### src/rtl/prbs_burst_sequencer.sv
// rtl/prbs_burst_sequencer.sv - header + PRBS burst sequencer driving an external PRBS15 byte generator
module prbs_burst_sequencer #(
    parameter logic [7:0] HDR_BYTE = 8'hBC,
    parameter int         HDR_LEN  = 4,
    parameter int         GAP_LEN  = 8
) (
    input  logic        clk,
    input  logic        resetb,
    input  logic        start,
    input  logic        abort,
    input  logic        loop_en,
    input  logic [15:0] burst_len,
    input  logic [7:0]  gen_data,
    output logic        gen_resetb,
    output logic [7:0]  tx_data,
    output logic        tx_valid,
    output logic        tx_hdr,
    output logic        tx_last,
    output logic        busy,
    output logic        done,
    output logic [15:0] byte_cnt,
    output logic [15:0] burst_cnt
);

    typedef enum logic [1:0] {IDLE, HEADER, PRBS, GAP} state_t;

    localparam logic [7:0] HDR_LAST = 8'(HDR_LEN);
    localparam logic [7:0] GAP_LAST = 8'(GAP_LEN);

    state_t      state_q, state_d;
    logic [7:0]  phase_q, phase_d;
    logic [15:0] len_q, len_d;
    logic [15:0] byte_cnt_q, byte_cnt_d;
    logic [15:0] burst_cnt_q, burst_cnt_d;
    logic [7:0]  tx_data_q, tx_data_d;
    logic        tx_valid_q, tx_valid_d;
    logic        tx_hdr_q, tx_hdr_d;
    logic        tx_last_q, tx_last_d;
    logic        busy_q, busy_d;
    logic        done_q, done_d;
    logic        gen_resetb_q, gen_resetb_d;
    logic [15:0] byte_next;

    assign byte_next = byte_cnt_q + 16'd1;

    always_comb begin
        state_d      = state_q;
        phase_d      = phase_q;
        len_d        = len_q;
        byte_cnt_d   = byte_cnt_q;
        burst_cnt_d  = burst_cnt_q;
        tx_data_d    = 8'h00;
        tx_valid_d   = 1'b0;
        tx_hdr_d     = 1'b0;
        tx_last_d    = 1'b0;
        busy_d       = busy_q;
        done_d       = 1'b0;
        gen_resetb_d = 1'b0;

        case (state_q)
            IDLE: begin
                busy_d = 1'b0;
                if (start && burst_len != 16'd0) begin
                    state_d     = HEADER;
                    phase_d     = 8'd1;
                    len_d       = burst_len;
                    byte_cnt_d  = 16'd0;
                    burst_cnt_d = 16'd0;
                    busy_d      = 1'b1;
                    tx_valid_d  = 1'b1;
                    tx_hdr_d    = 1'b1;
                    tx_data_d   = HDR_BYTE;
                end
            end
            HEADER: begin
                if (phase_q == HDR_LAST) begin
                    state_d      = PRBS;
                    tx_valid_d   = 1'b1;
                    tx_last_d    = (len_q == 16'd1);
                    gen_resetb_d = 1'b1;
                end else begin
                    phase_d    = phase_q + 8'd1;
                    tx_valid_d = 1'b1;
                    tx_hdr_d   = 1'b1;
                    tx_data_d  = HDR_BYTE;
                    // Release the generator one cycle early so its pipelined output shows the seed on the first PRBS byte.
                    gen_resetb_d = (phase_q + 8'd1 == HDR_LAST);
                end
            end
            PRBS: begin
                byte_cnt_d = byte_next;
                if (byte_next == len_q) begin
                    done_d      = 1'b1;
                    burst_cnt_d = burst_cnt_q + 16'd1;
                    if (loop_en) begin
                        state_d = GAP;
                        phase_d = 8'd1;
                        busy_d  = 1'b1;
                    end else begin
                        state_d = IDLE;
                        busy_d  = 1'b0;
                    end
                end else begin
                    tx_valid_d   = 1'b1;
                    tx_last_d    = ({1'b0, byte_cnt_q} + 17'd2 == {1'b0, len_q});
                    gen_resetb_d = 1'b1;
                end
            end
            GAP: begin
                if (phase_q == GAP_LAST) begin
                    state_d    = HEADER;
                    phase_d    = 8'd1;
                    byte_cnt_d = 16'd0;
                    tx_valid_d = 1'b1;
                    tx_hdr_d   = 1'b1;
                    tx_data_d  = HDR_BYTE;
                end else begin
                    phase_d = phase_q + 8'd1;
                end
            end
            default: state_d = IDLE;
        endcase

        // Abort still counts a PRBS byte already on the wire this cycle.
        if (abort) begin
            state_d      = IDLE;
            phase_d      = phase_q;
            len_d        = len_q;
            byte_cnt_d   = (state_q == PRBS) ? byte_next : byte_cnt_q;
            burst_cnt_d  = burst_cnt_q;
            tx_data_d    = 8'h00;
            tx_valid_d   = 1'b0;
            tx_hdr_d     = 1'b0;
            tx_last_d    = 1'b0;
            busy_d       = 1'b0;
            done_d       = 1'b0;
            gen_resetb_d = 1'b0;
        end
    end

    always_ff @(posedge clk) begin
        if (!resetb) begin
            state_q      <= IDLE;
            phase_q      <= 8'd0;
            len_q        <= 16'd0;
            byte_cnt_q   <= 16'd0;
            burst_cnt_q  <= 16'd0;
            tx_data_q    <= 8'h00;
            tx_valid_q   <= 1'b0;
            tx_hdr_q     <= 1'b0;
            tx_last_q    <= 1'b0;
            busy_q       <= 1'b0;
            done_q       <= 1'b0;
            gen_resetb_q <= 1'b0;
        end else begin
            state_q      <= state_d;
            phase_q      <= phase_d;
            len_q        <= len_d;
            byte_cnt_q   <= byte_cnt_d;
            burst_cnt_q  <= burst_cnt_d;
            tx_data_q    <= tx_data_d;
            tx_valid_q   <= tx_valid_d;
            tx_hdr_q     <= tx_hdr_d;
            tx_last_q    <= tx_last_d;
            busy_q       <= busy_d;
            done_q       <= done_d;
            gen_resetb_q <= gen_resetb_d;
        end
    end

    assign tx_data    = (state_q == PRBS) ? gen_data : tx_data_q;
    assign tx_valid   = tx_valid_q;
    assign tx_hdr     = tx_hdr_q;
    assign tx_last    = tx_last_q;
    assign busy       = busy_q;
    assign done       = done_q;
    assign byte_cnt   = byte_cnt_q;
    assign burst_cnt  = burst_cnt_q;
    assign gen_resetb = gen_resetb_q;

endmodule

### config.mk
export PLATFORM = sky130hd
export DESIGN_NAME = prbs_burst_sequencer
export DESIGN_NICKNAME = d
export VERILOG_FILES = /design/src/rtl/prbs_burst_sequencer.sv
export SDC_FILE = /design/constraint.sdc
export NUM_CORES = 1
export LEC_CHECK = 0
export ABC_AREA = 1
export BUFFER_PORTS_ARGS = -buffer_cell sky130_fd_sc_hd__buf_2
export CAP_MARGIN = 0
export CORE_ASPECT_RATIO = 1.4
export CORE_UTILIZATION = 62
export CTS_CLUSTER_SIZE = 10
export DETAILED_ROUTE_END_ITERATION = 10
export PLACE_DENSITY = 0.83
export SLEW_MARGIN = 20
export SYNTH_ARGS = -nofsm -noshare
export SYNTH_HDL_FRONTEND = slang
export SYNTH_SLANG_ARGS = --single-unit
### constraint.sdc
create_clock -name clk -period 4.3 [get_ports clk]
set_clock_uncertainty 0.05 [all_clocks]
set_input_delay 0.43 -clock clk [delete_from_list [all_inputs] [get_ports clk]]
set_output_delay 0.43 -clock clk [all_outputs]
set_load 0.01 [all_outputs]
== Word-level counts from Yosys, hierarchy flattened ==
Index checks and enable logic that the tools add are counted.
Storage, ports and cells
  output and inout port bits: 46
  input port bits: 29
  flip-flop bits (word level): 72
  bits in latches: 0
  memory bits (writable): 0
  bits in read-only memories: 0
  memories: 0
  word-level logic and storage cells: 89
Operators by class
  shift-type cells: 0
  $mul: 0
  bitwise operators: 3
  div/mod/pow operators: 0
  mux-type cells: 39
  eq/ne operators: 18
  $add $sub $neg: 4
  reduce and logical (&&, ||, !) cells: 13
  magnitude comparators: 0
Operator list (number)
  $mux W16: 5
  $mux W8: 9
  $pmux W16 S3: 1
  $add A16 B1 Y16 const B: 2
  $pmux W16 S2: 1
  $pmux W8 S4: 1
  $pmux W8 S3: 1
  $add A16 B2 Y17 const B: 1
  $eq A17 B16 Y1: 1
  $eq A16 B1 Y1 const B: 1
  $eq A16 B16 Y1: 1
  $eq A8 B3 Y1 const B: 2
  $reduce_bool A16 Y1: 1
  $ne A2 B2 Y1 const B: 6
  $reduce_and A4 Y1: 3
  $mux W1: 10
  $mux W2: 5
  $add A8 B1 Y8 const B: 1
  $eq A8 B4 Y1 const B: 1
  $pmux W2 S4: 1
  $ne A3 B3 Y1 const B: 2
  $pmux W1 S2: 3
  $reduce_and A5 Y1: 1
  $eq A2 B2 Y1 const B: 2
  other kinds (13): 15

== Logic depth before layout (Yosys ltp) ==
  depth after elaboration: 5
  mapped depth: 17
  depth with buffers taken out: 16

== Worst setup path after synthesis ==
No wires, ideal clock.
  kind: register to register
  start point: register byte_cnt_q[1] (netlist: byte_cnt[1])
  end point: register burst_cnt_q[3] (netlist: burst_cnt[3])
  buffers on the path: 2
  arrival: 2069 ps
  stages on the path, launching flop included: 17
  required time: 4135 ps
  period minus slack after synthesis: 2234 ps
  library setup time: 115 ps
  slack: 2066 ps
  cells stage by stage: dfxtp_1 > ha_1 > inv_1 > nor2_1 > buf_2 > nand4_1 > nand2_1 > nand2_1 > nand2_1 > nand2_1 > nor2_1 > nand2_2 > nand2_4 > buf_4 > nand3_1 > nand2_1 > nor2_1
On the way
  cells in the longest elaborated chain, start to end: 4
RTL lines
  from (decl): RTL line 33  | logic [15:0] byte_cnt_q, byte_cnt_d;
  from (signal assigned): RTL line 159  | byte_cnt_q <= byte_cnt_d;
  $add A16 B1 Y16: RTL line 44  | assign byte_next = byte_cnt_q + 16'd1;
  $eq A16 B16 Y1: RTL line 92  | if (byte_next == len_q) begin
  $ne A2 B2 Y1 (no source line)
  $reduce_and A4 Y1 (no source line)
  to (signal assigned): RTL line 160  | burst_cnt_q <= burst_cnt_d;
  to (decl): RTL line 34  | logic [15:0] burst_cnt_q, burst_cnt_d;
Every way passes these cells.
A chain may end at the register's enable or synchronous reset.

== Worst setup path in the final report ==
  start point: register byte_cnt_q[0] (netlist: byte_cnt[0])
  end point: register burst_cnt_q[15] (netlist: burst_cnt[15])
Same word-level chain as after synthesis.

==> key figures <==
Pwr
  – Power per cell area: 275 nW/µm²
  – Leak Pwr: 2.34 nW
  – Max VDD drop: 0.230 mV

Critical path
  – FF-to-FF path depth: 14
  – WP depth: 14
  – Worst EP required: 4450 ps
  – WP data arrival: 3460 ps
  – Critical path, cell by cell: ha_1, inv_1, nor2_1, nand4_1, nand2_1, nand2_1, nand2_1, nand2_1, nor2_1, nand2_2, nand2_4, nand2_1, nand2_1, a21oi_1
  – Worst Setup SP: byte_cnt[0]
  – CP max stage delay: 610 ps
  – Top Family by Delay on Critical Path: simple AND/OR/NAND/NOR gates
  – Crit Path Max Fanout: 55
  – CP endpoint kind: flip-flop
  – Cell mode on critical path: nand2_1
  – Worst setup path endpoint: burst_cnt[15]
  – Critical Path Slowest Stage Cell: dfxtp_1
  – Crit Path Class: flip-flop to flip-flop
  – Setup slack, reg-to-reg: 990 ps
  – Reg2reg end: burst_cnt[15]
  – Worst reg2reg startpoint: byte_cnt[0]
  – Startpoint Class: flip-flop
  – Worst Path Buf+Inv: 1

CTS
  – Total CTS buffers: 9
  – Post-CTS Setup Bufs: 0
  – CTS Sinks: 64
  – H-tree depth: 3
  – CTS tree: yes
  – Clk root buf: clkbuf_8
  – Clk_lat worst skew: 360 ps
  – Post-CTS resize count: 0
  – CTS Hold Buffers Added: 0
  – CTS clk-pin slew, worst paths: 70 ps
  – Clock Path Buffers: 2

Timing
  – Max Slew Vio Count: 0
  – Slew @ Worst Pin: 1030 ps
  – Hold WS: 321 ps
  – Post-route setup TNS: 0 ps
  – Final worst-path cycle share: 76.9%
  – Final Hold Fails: 0
  – Worst slew margin: 31.1%
  – # setup viols final: 0
  – Final min period: 3310 ps
  – Fmax: 0.303 GHz
  – RSZ-0062 raised after global routing: false

GRT
  – Gr usage total: 36.3%
  – First-pass GRT wire length: 21800 µm
  – Largest net degree at the start of global routing: 56
  – Initial antenna violation count: 0
  – Vias in the first global route: 4714
  – Global route overflow: 0

Finish
  – Fin cells: 913
  – Most frequent cells in the layout: 208 x nand2_1, 86 x nand3_1, 79 x inv_1, 75 x nor2_1, 74 x buf_2
  – Reg area: 1280 µm²
  – Filler instances: 646
  – Fin nets: 853
  – Commonest non-fill, non-tap cell in the layout: nand2_1
  – Share of cells above drive strength 1: 13.4%
  – Ant diodes: 0
  – Area of the multi-input gates: 2880 µm²
  – Syn-to-layout area delta: 11.5%

Die
  – Core area: 7120 µm²
  – Initial Util: 65.1%
  – Height of the die: 104 µm
  – Chip Width: 75.1 µm
  – Die area: 7830 µm²
  – Row cnt: 36
  – Num ports: 75

Logic synthesis
  – Avg Inst Size Synth: 6.12 µm²
  – Synthesized area: 4630 µm²
  – Synth Register Bits: 64
  – Syn nets: 797
  – Post-Syn Instances: 757
  – Unique cell type count in the Yosys netlist: 33
  – Synth warn: 0
  – Sequential area share after synthesis: 27.6%

Placed design
  – Dpl cells: 897
  – DP HPWL: 9700 µm
  – GPL Wtd Cong: 0.959
  – Port Buffer Count: 74

Run status
  – Outcome: completed

Detailed routing
  – Vias: 5217
  – DRT iter0 DRCs: 465
  – Routed wire length: 13500 µm
  – Via density per instance: 5.71
  – Wire length per cell: 14.8 µm
  – Antenna-violating nets left: 0
  – Drt pass-1 iters: 6
  – DRC: 0

Worst hold path
  – Worst min path class: input pin to flip-flop

Job
  – Max-cap violations: 0
[cells in the mapped netlist, drive strengths merged]
cell,n,area (µm²)
ha,11,138
buf,16,124
nor3,10,50.1
a21oi,71,355
inv,79,297
nand2,212,816
o31ai,1,7.51
o21ai,27,135
xnor2,5,43.8
and3,1,6.26
a31oi,1,6.26
clkbuf,16,60.1
dfxtp,64,1280
nor4,9,56.3
o21bai,2,15.0
or4,1,7.51
nand3,89,460
nand3b,4,30.0
xor2,22,193
nor2,82,338
o211ai,1,7.51
or2,4,25.0
a211oi,1,7.51
nand4,28,175
[state kept, by name, indices dropped and copies added (netlist names)]
signal / flops
burst_cnt: 16
tx_valid: 1
tx_data_q: 1
state_q: 2
byte_cnt: 16
gen_resetb: 1
tx_last: 1
len_q: 16
phase_q: 8
busy: 1
done: 1
[cells by family after synthesis]
logic type | Yosys count | share of synthesized area [%]
AND/OR/NAND/NOR | 440 | 42.4
XOR/XNOR | 27 | 5.10
adder cells (fa/ha/maj) | 11 | 2.97
buffers and inverters | 111 | 10.4
flip-flops | 64 | 27.6
AO/OA/AOI/OAI | 104 | 11.5
[worst min path at each step]
stage                   from    endpoint  slack [ps]  depth (start not counted)
2_1_floorplan      len_q[13]   len_q[13]         400                          2
3_3_place_gp      phase_q[5]  phase_q[5]         410                          2
3_5_place_dp      phase_q[5]  phase_q[5]         430                          2
4_1_cts        burst_len[11]   len_q[11]         310                          3
5_1_grt         burst_len[3]    len_q[3]         350                          3
6_report        burst_len[3]    len_q[3]         320                          3
[worst min-delay path, delay by kind of cell]
| family | cells | cell delay [ps] |
|---|---|---|
| compound gates | 2 | 180 |
| buf+inv | 1 | 80 |
[cell type report]
cell class | count | area share [%]
clock buffers | 11 | 2.74
clock inverters | 5 | 1.09
inverters | 79 | 5.74
multi-input cells | 582 | 55.7
flip-flops and latches | 64 | 24.8
well taps | 95 | 2.30
repair buffers | 77 | 7.60
[routing by layer]
metal  GRT usage, %  routed length, µm  vias up
met2           60.0               6760      237
li1               -                  -     2592
met3           9.50                929       54
met1           40.8               5190     2334
met4           20.4                639        0
met5              0                  0        -
[metrics by stage]
stage          setup slack (ps)  instance area, µm²  total power [W]  util, %
2_1_floorplan              2070                4630         0.000817        -
3_3_place_gp               1180                4960         0.000885     69.8
3_5_place_dp               1090                4960         0.000891     69.8
4_1_cts                    1070                5160          0.00142     72.5
5_1_grt                     744                5170          0.00149     72.6
6_report                    994                5170          0.00142     72.6
[power by group]
part           internal, W  switching [W]
sequential        0.000621      0.0000325
combinational    0.0000826       0.000149
clock             0.000283       0.000254
No activity file was read; power rests on OpenSTA's default activity.
